## config.mk

```make
export PLATFORM = sky130hd
export DESIGN_NAME = dmem_atomic_responder
export DESIGN_NICKNAME = d
export VERILOG_FILES = /design/src/rtl/cpu_types_pkg.sv /design/src/rtl/diaosi_types_pkg.sv /design/src/rtl/llsc_link_reg.sv /design/src/rtl/dmem_atomic_responder.sv
export SDC_FILE = /design/constraint.sdc
export NUM_CORES = 1
export LEC_CHECK = 0
export BUFFER_PORTS_ARGS = -buffer_cell sky130_fd_sc_hd__buf_2
export CORE_MARGIN = 2
export CORE_UTILIZATION = 49
export CTS_BUF_LIST = sky130_fd_sc_hd__clkbuf_16
export CTS_CLUSTER_DIAMETER = 80
export CTS_CLUSTER_SIZE = 20
export DETAILED_ROUTE_END_ITERATION = 6
export HOLD_SLACK_MARGIN = 0.03
export PLACE_DENSITY_LB_ADDON = 0.08
export SYNTH_ARGS = -nofsm -noshare
export SYNTH_HDL_FRONTEND = slang
export SYNTH_HIERARCHICAL = 1
export SYNTH_SLANG_ARGS = --single-unit
```

## constraint.sdc

```tcl
create_clock -name CLK -period 4.25 [get_ports CLK]
set_clock_uncertainty 0.1 [all_clocks]
set_input_delay 1.0625 -clock CLK [delete_from_list [all_inputs] [get_ports CLK]]
set_output_delay 1.0625 -clock CLK [all_outputs]
set_load 0.02 [all_outputs]
```

## src/rtl/cpu_types_pkg.sv

```systemverilog
// Shared CPU-side types: the machine word and the RAM arbiter handshake state.
package cpu_types_pkg;

   localparam int CPU_WORD_W = 32;

   typedef logic [CPU_WORD_W-1:0] word_t;

   // State reported by the RAM arbiter for the current strobe.
   typedef enum logic [1:0] {
      FREE   = 2'd0,
      BUSY   = 2'd1,
      ACCESS = 2'd2,
      ERROR  = 2'd3
   } ramstate_t;

endpackage

```

## src/rtl/diaosi_types_pkg.sv

```systemverilog
// Types for the data-memory responder: FSM states, request kinds, SC results.
package diaosi_types_pkg;

   typedef enum logic [1:0] {
      RS_IDLE,
      RS_ACCESS,
      RS_DONE
   } respstate_t;

   typedef enum logic [1:0] {
      OP_LD,
      OP_LL,
      OP_ST,
      OP_SC
   } memop_t;

   localparam logic [31:0] SC_PASS = 32'd1;
   localparam logic [31:0] SC_FAIL = 32'd0;

   // Loads and load-linked drive the RAM read strobe; everything else writes.
   function automatic logic op_is_read(input memop_t op);
      return (op == OP_LD) || (op == OP_LL);
   endfunction

endpackage

```

## src/rtl/llsc_link_reg.sv

```systemverilog
// LL/SC link register: one linked address plus a valid flag.
// Set has priority over clear (a completing LL is always newer than any clear).
// Optional macro LINK_SNOOP_EN: a matching remote write (snoop) kills the link
// on the next edge and masks the hit in the same cycle.
module llsc_link_reg #(
   parameter int WORD_W   = 32,
   parameter int LINK_LSB = 2
) (
   input  logic              CLK,
   input  logic              nRST,
   input  logic              set,
   input  logic              clear,
   input  logic [WORD_W-1:0] set_addr,
   input  logic              snoop_valid,
   input  logic [WORD_W-1:0] snoop_addr,
   input  logic [WORD_W-1:0] query_addr,
   output logic              hit
);

   logic              link_valid_reg;
   logic [WORD_W-1:0] link_addr_reg;
   logic              snoop_kill;

`ifdef LINK_SNOOP_EN
   assign snoop_kill = snoop_valid && link_valid_reg &&
                       (snoop_addr[WORD_W-1:LINK_LSB] == link_addr_reg[WORD_W-1:LINK_LSB]);
`else
   logic unused_snoop;
   assign snoop_kill   = 1'b0;
   assign unused_snoop = ^{snoop_valid, snoop_addr};
`endif

   // Byte-offset bits never take part in the word-granular compare.
   generate
      if (LINK_LSB > 0) begin : g_low_bits
         logic unused_low_bits;
         assign unused_low_bits = ^{link_addr_reg[LINK_LSB-1:0],
                                    query_addr[LINK_LSB-1:0],
                                    snoop_addr[LINK_LSB-1:0]};
      end
   endgenerate

   assign hit = link_valid_reg && !snoop_kill &&
                (query_addr[WORD_W-1:LINK_LSB] == link_addr_reg[WORD_W-1:LINK_LSB]);

   // Link state: LL sets, SC/ST/snoop clear, set wins on collision.
   always_ff @(posedge CLK or negedge nRST) begin
      if (!nRST) begin
         link_valid_reg <= 1'b0;
         link_addr_reg  <= '0;
      end else if (set) begin
         link_valid_reg <= 1'b1;
         link_addr_reg  <= set_addr;
      end else if (clear || snoop_kill) begin
         link_valid_reg <= 1'b0;
      end
   end

endmodule

```

## src/rtl/dmem_atomic_responder.sv

```systemverilog
// Memory-side responder for the datapath data port. Accepts one load/store
// (including LL/SC) at a time, forwards it to the RAM arbiter, and answers the
// pipeline with a single-cycle dhit. SC success is decided locally from the
// link register; a failing SC completes without touching RAM.
// Optional macro LINK_SNOOP_EN: remote writes seen on snoop_* break the link.
module dmem_atomic_responder
   import cpu_types_pkg::*;
   import diaosi_types_pkg::*;
#(
   parameter int WORD_W   = 32,
   parameter int LINK_LSB = 2
) (
   input  logic              CLK,
   input  logic              nRST,
   input  logic              dmemREN,
   input  logic              dmemWEN,
   input  logic              datomic,
   input  logic [WORD_W-1:0] dmemaddr,
   input  logic [WORD_W-1:0] dmemstore,
   output logic              dhit,
   output logic [WORD_W-1:0] dmemload,
   output logic              ramREN,
   output logic              ramWEN,
   output logic [WORD_W-1:0] ramaddr,
   output logic [WORD_W-1:0] ramstore,
   input  logic [WORD_W-1:0] ramload,
   input  logic [1:0]        ramstate,
   input  logic              snoop_valid,
   input  logic [WORD_W-1:0] snoop_addr
);

   respstate_t        state_reg, state_next;
   memop_t            op_reg, op_next;
   logic [WORD_W-1:0] addr_reg, addr_next;
   logic [WORD_W-1:0] store_reg, store_next;
   logic [WORD_W-1:0] load_reg, load_next;

   ramstate_t         ram_st;
   logic              link_hit;
   logic              link_set;
   logic              link_clear;
   logic [WORD_W-1:0] query_addr;

   assign ram_st = ramstate_t'(ramstate);

   // SC hit is judged on the incoming address while idle; store-clear on the latched one.
   assign query_addr = (state_reg == RS_IDLE) ? dmemaddr : addr_reg;
   assign link_set   = (state_reg == RS_DONE) && (op_reg == OP_LL);
   assign link_clear = (state_reg == RS_DONE) &&
                       ((op_reg == OP_SC) || ((op_reg == OP_ST) && link_hit));

   llsc_link_reg #(
      .WORD_W   (WORD_W),
      .LINK_LSB (LINK_LSB)
   ) u_link (
      .CLK         (CLK),
      .nRST        (nRST),
      .set         (link_set),
      .clear       (link_clear),
      .set_addr    (addr_reg),
      .snoop_valid (snoop_valid),
      .snoop_addr  (snoop_addr),
      .query_addr  (query_addr),
      .hit         (link_hit)
   );

   // State and request registers; reset drops the RAM strobes immediately.
   always_ff @(posedge CLK or negedge nRST) begin
      if (!nRST) begin
         state_reg <= RS_IDLE;
         op_reg    <= OP_LD;
         addr_reg  <= '0;
         store_reg <= '0;
         load_reg  <= '0;
      end else begin
         state_reg <= state_next;
         op_reg    <= op_next;
         addr_reg  <= addr_next;
         store_reg <= store_next;
         load_reg  <= load_next;
      end
   end

   // Next-state, request capture, result selection and port decode.
   always_comb begin
      state_next = state_reg;
      op_next    = op_reg;
      addr_next  = addr_reg;
      store_next = store_reg;
      load_next  = load_reg;
      dhit       = 1'b0;
      ramREN     = 1'b0;
      ramWEN     = 1'b0;
      ramaddr    = addr_reg;
      ramstore   = store_reg;
      dmemload   = load_reg;

      case (state_reg)
         RS_IDLE: begin
            if (dmemREN || dmemWEN) begin
               addr_next  = dmemaddr;
               store_next = dmemstore;
               if (dmemREN) begin
                  op_next = datomic ? OP_LL : OP_LD;
               end else begin
                  op_next = datomic ? OP_SC : OP_ST;
               end
               if (!dmemREN && datomic && !link_hit) begin
                  load_next  = WORD_W'(SC_FAIL);
                  state_next = RS_DONE;
               end else begin
                  state_next = RS_ACCESS;
               end
            end
         end
         RS_ACCESS: begin
            ramREN = op_is_read(op_reg);
            ramWEN = !op_is_read(op_reg);
            if (ram_st == ACCESS) begin
               if (op_is_read(op_reg)) begin
                  load_next = ramload;
               end else if (op_reg == OP_SC) begin
                  load_next = WORD_W'(SC_PASS);
               end
               state_next = RS_DONE;
            end
         end
         RS_DONE: begin
            dhit       = 1'b1;
            state_next = RS_IDLE;
         end
         default: begin
            state_next = RS_IDLE;
         end
      endcase
   end

endmodule
```

==> results of run 1 <==
power breakdown:
| group | internal (W) | total, W | switching [W] |
|---|---|---|---|
| sequential | 0.00182 | 0.00217 | 0.000356 |
| clock | 0.000774 | 0.00127 | 0.000492 |
| combinational | 0.00132 | 0.00285 | 0.00152 |
| total | 0.00392 | 0.00629 | 0.00237 |
area by class of cell:
class	instances	share of cell area [%]
sequential	131	44.1
multi-input combinational	252	31.9
timing repair buffer	212	14.7
clock buffer	17	5.72
tap	143	2.41
clock inverter	15	1.16
inverter	1	0.0505
metal layers:
layer	part of all wire [%]	global-route usage, %
met5	0	0
met4	2.2	9.02
met3	6.8	5.89
met2	49	33.5
met1	42	26.2
placed cells by master, fill, tap and decap left out:
| cell | count |
|---|---|
| sky130_fd_sc_hd__buf_2 | 200 |
| sky130_fd_sc_hd__dfrtp_1 | 131 |
| sky130_fd_sc_hd__mux2_1 | 65 |
| sky130_fd_sc_hd__mux2_2 | 60 |
| sky130_fd_sc_hd__a21o_1 | 32 |
| sky130_fd_sc_hd__and3_1 | 31 |
| sky130_fd_sc_hd__xnor2_1 | 26 |
| sky130_fd_sc_hd__clkbuf_16 | 17 |
| sky130_fd_sc_hd__buf_4 | 11 |
| sky130_fd_sc_hd__inv_1 | 7 |
| sky130_fd_sc_hd__nand4_1 | 7 |
| sky130_fd_sc_hd__nor2_1 | 5 |
| sky130_fd_sc_hd__clkinv_1 | 5 |
| sky130_fd_sc_hd__nand2b_1 | 4 |
| sky130_fd_sc_hd__xor2_1 | 4 |
| sky130_fd_sc_hd__clkinv_2 | 3 |
| sky130_fd_sc_hd__a21oi_1 | 2 |
| sky130_fd_sc_hd__nor2_4 | 1 |
| sky130_fd_sc_hd__nor2b_1 | 1 |
| sky130_fd_sc_hd__and3b_2 | 1 |
| sky130_fd_sc_hd__o211a_1 | 1 |
| sky130_fd_sc_hd__and3b_1 | 1 |
| sky130_fd_sc_hd__o21a_4 | 1 |
| sky130_fd_sc_hd__nand3b_1 | 1 |
| sky130_fd_sc_hd__o21bai_1 | 1 |
| sky130_fd_sc_hd__a21oi_2 | 1 |
| sky130_fd_sc_hd__o311ai_4 | 1 |
| sky130_fd_sc_hd__mux2_4 | 1 |
| sky130_fd_sc_hd__a211oi_1 | 1 |
| sky130_fd_sc_hd__o21a_1 | 1 |
| sky130_fd_sc_hd__bufinv_16 | 1 |
| sky130_fd_sc_hd__buf_6 | 1 |
| sky130_fd_sc_hd__or4_1 | 1 |
| sky130_fd_sc_hd__nor4_1 | 1 |
| sky130_fd_sc_hd__nor4_2 | 1 |
through the flow:
stage | instances | worst slack, ns
finish | 771 | 0.462
CTS | 771 | 0.373
floorplan | 407 | 0.800
global placement | 739 | 0.472
detailed placement | 739 | 0.395
global route | 771 | 0.211
critical path, cell delays in order (launching register included):
cell                       delay, ns
sky130_fd_sc_hd__dfrtp_1        0.48
sky130_fd_sc_hd__nor2_4         0.38
sky130_fd_sc_hd__buf_4          0.25
sky130_fd_sc_hd__mux2_2         0.35
sky130_fd_sc_hd__xnor2_1        0.16
sky130_fd_sc_hd__nand4_1        0.10
sky130_fd_sc_hd__or4_1          0.55
sky130_fd_sc_hd__nor4_2         0.36
sky130_fd_sc_hd__nand2b_1       0.19
sky130_fd_sc_hd__nor2_1         0.09
sky130_fd_sc_hd__o311ai_4       0.28
sky130_fd_sc_hd__buf_4          0.28
sky130_fd_sc_hd__a21o_1         0.15
path summary, 6_finish.rpt:
check                                  start                  endpoint  slack, ns  cells after the start
worst max-delay path            state_reg[1]              dmemload[14]       0.46                     12
worst min-delay path            dmemload[11]              dmemload[11]       0.37                      1
worst max register to register  state_reg[1]              dmemload[14]       0.46                     12
worst min register to register  dmemload[11]              dmemload[11]       0.37                      1
max in group asynchronous               nRST  u_link/link_addr_reg[25]       2.60                      2
min in group asynchronous               nRST              dmemload[14]       0.56                      1
==> reports/qor.csv, run 1 <==
metric,value,unit
status,"finished, violations left",
violations,design-rule violations,
syn2layout_area_growth,27.9,%
worst_ep_arrival_time,4.04,ns
die-area,0.0128,mm2
drtAntennaViolNets,0,
nFillCells,937,
slew_headroom,36.4,%
clk_pin_slew,0.05,ns
cts_buffers,17,
power_per_cell_area,845,mW/mm2
detail_route.drc_violations,17,
chipHeight,113,um
drt_first_iter_violations,180,
number_of_antenna_repair_diodes,0,
yosysWarnings,6,
grt_max_degree,72,
ctsHoldBuffers,0,
drt-total-wl,12700,um
initial_utilization,50.5,%
syn-num-nets,543,
clkSinkCount,131,
route.vias.total,3992,
fin_area,0.00744,mm2
chipWidth,113,um
layout.core_utilization,64.6,%
timing.setup.tns,0,ns
slew_violations,0,
globalplace.congestion,0.775,
path_max_fanout,17,
worstPathRequired,4.50,ns
register_area,0.00328,mm2
placeableCoreArea,0.0115,mm2
setup_repair_after_global_routing_missed_its_margin,no,
post-cts-setup-buffer-count,0,
hold_class,reg2reg,
clock_insertion_delay_at_the_later_pin_of_the_skew_report,0.41,ns
syn-instance-count,407,
worst_hold_slack,0.369,ns
multi_input_area,0.00237,mm2
grt_usage,20.7,%
max_slew.worst_pin.slew,0.954,ns
fmax,0.264,GHz
cp-end-kind,flip-flop,
min_period,3.79,ns
final.period_utilization,89.1,%
dr.pass1.iters,6,
maxCapViolCount,0,
layout.nets,751,
place_area,0.00693,mm2
antenna_found_initial,0,
power.static_leakage,3.94,nW
via_per_inst,5.18,
cts_tree,yes,
clockRootBuffer,sky130_fd_sc_hd__clkbuf_16,
cts.repair.resized,0,
io_pins,235,
finalPower,0.00629,W
port_buf_inserts,201,
ctsHtreeMaxLevel,4,
vias_in_the_first_global_route,3981,
finalHoldViolations,0,
dpl.hpwl,8830,um
vdd.ir_drop.worst,499,uV
worstSetupPathType,reg2reg,
placementRows,39,
grt_remaining_overflow,0,
synthesis.area_per_instance,14.3,um2
cts.path.max_buffers,2,
route.detailed.wl_per_inst,16.5,um
post_synth_instance_area,0.00581,mm2
grt_first_pass_wirelength,20400,um
setup_viol,0,
share_of_layout_cells_above_drive_strength_1,47.8,%
setup.worst_path.start_class,flip-flop,
No activity file was read; power rests on OpenSTA's default activity.
==> run 2, diff against run 1 <==
--- a/config.mk
+++ b/config.mk
@@ -5,15 +5,17 @@
 export SDC_FILE = /design/constraint.sdc
 export NUM_CORES = 1
 export LEC_CHECK = 0
+export ABC_AREA = 1
 export BUFFER_PORTS_ARGS = -buffer_cell sky130_fd_sc_hd__buf_2
 export CORE_MARGIN = 2
-export CORE_UTILIZATION = 49
+export CORE_UTILIZATION = 50
 export CTS_BUF_LIST = sky130_fd_sc_hd__clkbuf_16
 export CTS_CLUSTER_DIAMETER = 80
 export CTS_CLUSTER_SIZE = 20
 export DETAILED_ROUTE_END_ITERATION = 6
 export HOLD_SLACK_MARGIN = 0.03
 export PLACE_DENSITY_LB_ADDON = 0.08
+export SKIP_LAST_GASP = 1
 export SYNTH_ARGS = -nofsm -noshare
 export SYNTH_HDL_FRONTEND = slang
 export SYNTH_HIERARCHICAL = 1
==> reports/qor.csv, run 2 <==
metric,value,unit,change
fmax,0.308,GHz,was 0.264 GHz
placementRows,41,,was 39
syn-num-nets,1001,,was 543
status,completed,,"was finished, violations left"
hold_path_startpoint,dmemload[18],,was dmemload[11]
power_switching_share,46.2,%,was 37.7%
timing.setup.tns,0,ns,unchanged
min_period,3.24,ns,was 3.79 ns
worstReg2RegStart,state_reg[0],,was state_reg[1]
setup_slack_of_the_critical_path_after_layout,1.01,ns,was 0.462 ns
clock_insertion_delay_at_the_later_pin_of_the_skew_report,0.42,ns,was 0.41 ns
initial_utilization,50.7,%,was 50.5%
setup.worst_path.start_class,flip-flop,,unchanged
rr_endpoint,dmemload[10],,was dmemload[14]
cts_buffers,17,,unchanged
min_delay_path_depth,2,,was 1
dpl_worst_slack,0.915,ns,was 0.395 ns
sequentialPowerShare,32.9,%,was 34.6%
final.period_utilization,76.3,%,was 89.1%
synthesis.area_per_instance,7.31,um2,was 14.3 um2
worstSetupPathType,reg2reg,,unchanged
worst_hold_slack,0.363,ns,was 0.369 ns
worstPathRequired,4.51,ns,was 4.50 ns
syn2layout_area_growth,26.5,%,was 27.9%
via_per_inst,4.82,,was 5.18
commonest_cells_after_routing_fill_and_taps_aside,"sky130_fd_sc_hd__nand2_1 (359), sky130_fd_sc_hd__buf_2 (200), sky130_fd_sc_hd__dfrtp_1 (131)",,"was sky130_fd_sc_hd__buf_2 (200), sky130_fd_sc_hd__dfrtp_1 (131), sky130_fd_sc_hd__mux2_1 (65)"
power_per_cell_area,852,mW/mm2,was 845 mW/mm2
syn-instance-count,865,,was 407
clockRootBuffer,sky130_fd_sc_hd__clkbuf_16,,unchanged
clkSinkCount,131,,unchanged
fin_area,0.00799,mm2,was 0.00744 mm2
maxCapViolCount,0,,unchanged
vdd.ir_drop.worst,629,uV,was 499 uV
final_common_cell,sky130_fd_sc_hd__nand2_1,,was sky130_fd_sc_hd__buf_2
hold_class,reg2reg,,unchanged
antenna_found_initial,1,,was 0
slew_headroom,34.9,%,was 36.4%
worst_ep_arrival_time,3.50,ns,was 4.04 ns
setup_repair_after_global_routing_missed_its_margin,no,,unchanged
port_buf_inserts,201,,unchanged
place.detailed.instances,1202,,was 739
final-instance-count-excl-fill,1234,,was 771
io_pins,235,,unchanged
clock_power_share,20.1,%,about the same
setup_viol,0,,unchanged
dpl.hpwl,10500,um,was 8830 um
p_switching,0.00314,W,was 0.00237 W
chipWidth,116,um,was 113 um
route.vias.total,5947,,was 3992
ctsHtreeMaxLevel,4,,unchanged
grt_max_degree,110,,was 72
die-area,0.0136,mm2,was 0.0128 mm2
drt_first_iter_violations,397,,was 180
path_max_fanout,60,,was 17
clk_pin_slew,0.05,ns,about the same
timing.reg2reg.setup_slack,1.01,ns,was 0.46 ns
layout.nets,1185,,was 751
cts.repair.resized,0,,unchanged
finalHoldViolations,0,,unchanged
post-cts-setup-buffer-count,0,,unchanged
slew_violations,0,,unchanged
grt_first_pass_wirelength,26100,um,was 20400 um
grt_remaining_overflow,0,,unchanged
max_slew.worst_pin.slew,0.977,ns,was 0.954 ns
cts.path.max_buffers,2,,unchanged
power.static_leakage,4.58,nW,was 3.94 nW
post_synth_instance_area,0.00632,mm2,was 0.00581 mm2
hold-path-endpoint,dmemload[18],,was dmemload[11]
dr.pass1.iters,5,,was 6
drtAntennaViolNets,0,,unchanged
share_of_layout_cells_above_drive_strength_1,23.1,%,was 47.8%
grt_usage,24.9,%,was 20.7%
timing.reg2reg.worst_path_depth,16,,was 12
cts_tree,yes,,unchanged
route.detailed.wl_per_inst,12.9,um,was 16.5 um
chipHeight,116,um,was 113 um
vias_in_the_first_global_route,5416,,was 3981
cp-end-kind,flip-flop,,unchanged
detail_route.drc_violations,0,,was 17
internal_power,0.00367,W,was 0.00392 W
placeableCoreArea,0.0125,mm2,was 0.0115 mm2
drt-total-wl,15900,um,was 12700 um
ctsHoldBuffers,0,,unchanged
place_area,0.00744,mm2,was 0.00693 mm2
globalplace.congestion,0.787,,was 0.775
yosysWarnings,6,,unchanged
comb_power_share,47.0,%,was 45.3%
## run 2: changes by cell type in the layout (fill, tap and decap cells not counted), sizes merged, moves of 4 or more
cell	change
a21o	-32
and3	-31
inv	+94
mux2	-126
nand2	+361
nand2b	-4
nand3	+37
nand4	+25
nor2	+56
o21ai	+95
xnor2	-25
xor2	-4
## run 2: stage by stage
stage          total power, W  util (%)
4_1_cts               0.00686      64.1
6_report              0.00681      64.1
3_5_place_dp          0.00546      59.7
2_1_floorplan         0.00446         -
5_1_grt               0.00745      64.1
3_3_place_gp          0.00540      59.7
## run 2: worst max-delay path by stage
stage	from	end
floorplan	dmemaddr[12]	dmemload[10]
global placement	dmemaddr[21]	dmemload[1]
CTS	state_reg[0]	dmemload[9]
finish	state_reg[0]	dmemload[10]
detailed placement	dmemaddr[21]	dmemload[9]
global route	state_reg[0]	dmemload[10]
## run 2: layer usage
metal | track usage, % | routed length [um] | up-vias
met3 | 8.61 | 1200 | 23
met5 | 0 | 0 | -
met4 | 8.10 | 274 | 0
met1 | 33.8 | 6810 | 2702
met2 | 37.6 | 7600 | 175
li1 | - | - | 3047
## run 2: area by class of cell
type | instances | area [um2]
fillers | 1200 | 4470
clock buffers | 17 | 425
multi-input cells | 588 | 2490
repair buffers | 211 | 1090
diodes | 1 | 2.50
inverters | 100 | 375
well taps | 172 | 215
clock inverters | 14 | 123
flip-flops and latches | 131 | 3280
## run 2: power by group through the flow
stage,clock (W),sequential [W],combinational (W)
after floorplan,0,0.00276,0.00170
after global placement,0,0.00224,0.00317
after detailed placement,0,0.00224,0.00322
after CTS,0.00139,0.00224,0.00324
after global routing,0.00146,0.00233,0.00366
final,0.00137,0.00224,0.00320
## run 2: worst max-delay path, stage by stage, from the launching register on
cell and delay [ns]:
sky130_fd_sc_hd__dfrtp_1 0.41, sky130_fd_sc_hd__nor2_4 0.06, sky130_fd_sc_hd__inv_2 0.63, sky130_fd_sc_hd__o21ai_0 0.24, sky130_fd_sc_hd__nand2_1 0.11, sky130_fd_sc_hd__nand2_1 0.05, sky130_fd_sc_hd__nor2_1 0.21, sky130_fd_sc_hd__nand2_1 0.08
sky130_fd_sc_hd__nor2_1 0.09, sky130_fd_sc_hd__nand2_1 0.06, sky130_fd_sc_hd__nor2_1 0.16, sky130_fd_sc_hd__inv_1 0.07, sky130_fd_sc_hd__nand3_1 0.12, sky130_fd_sc_hd__nand2_1 0.09, sky130_fd_sc_hd__nand3_2 0.47, sky130_fd_sc_hd__nand2_1 0.13
sky130_fd_sc_hd__nand2_1 0.09
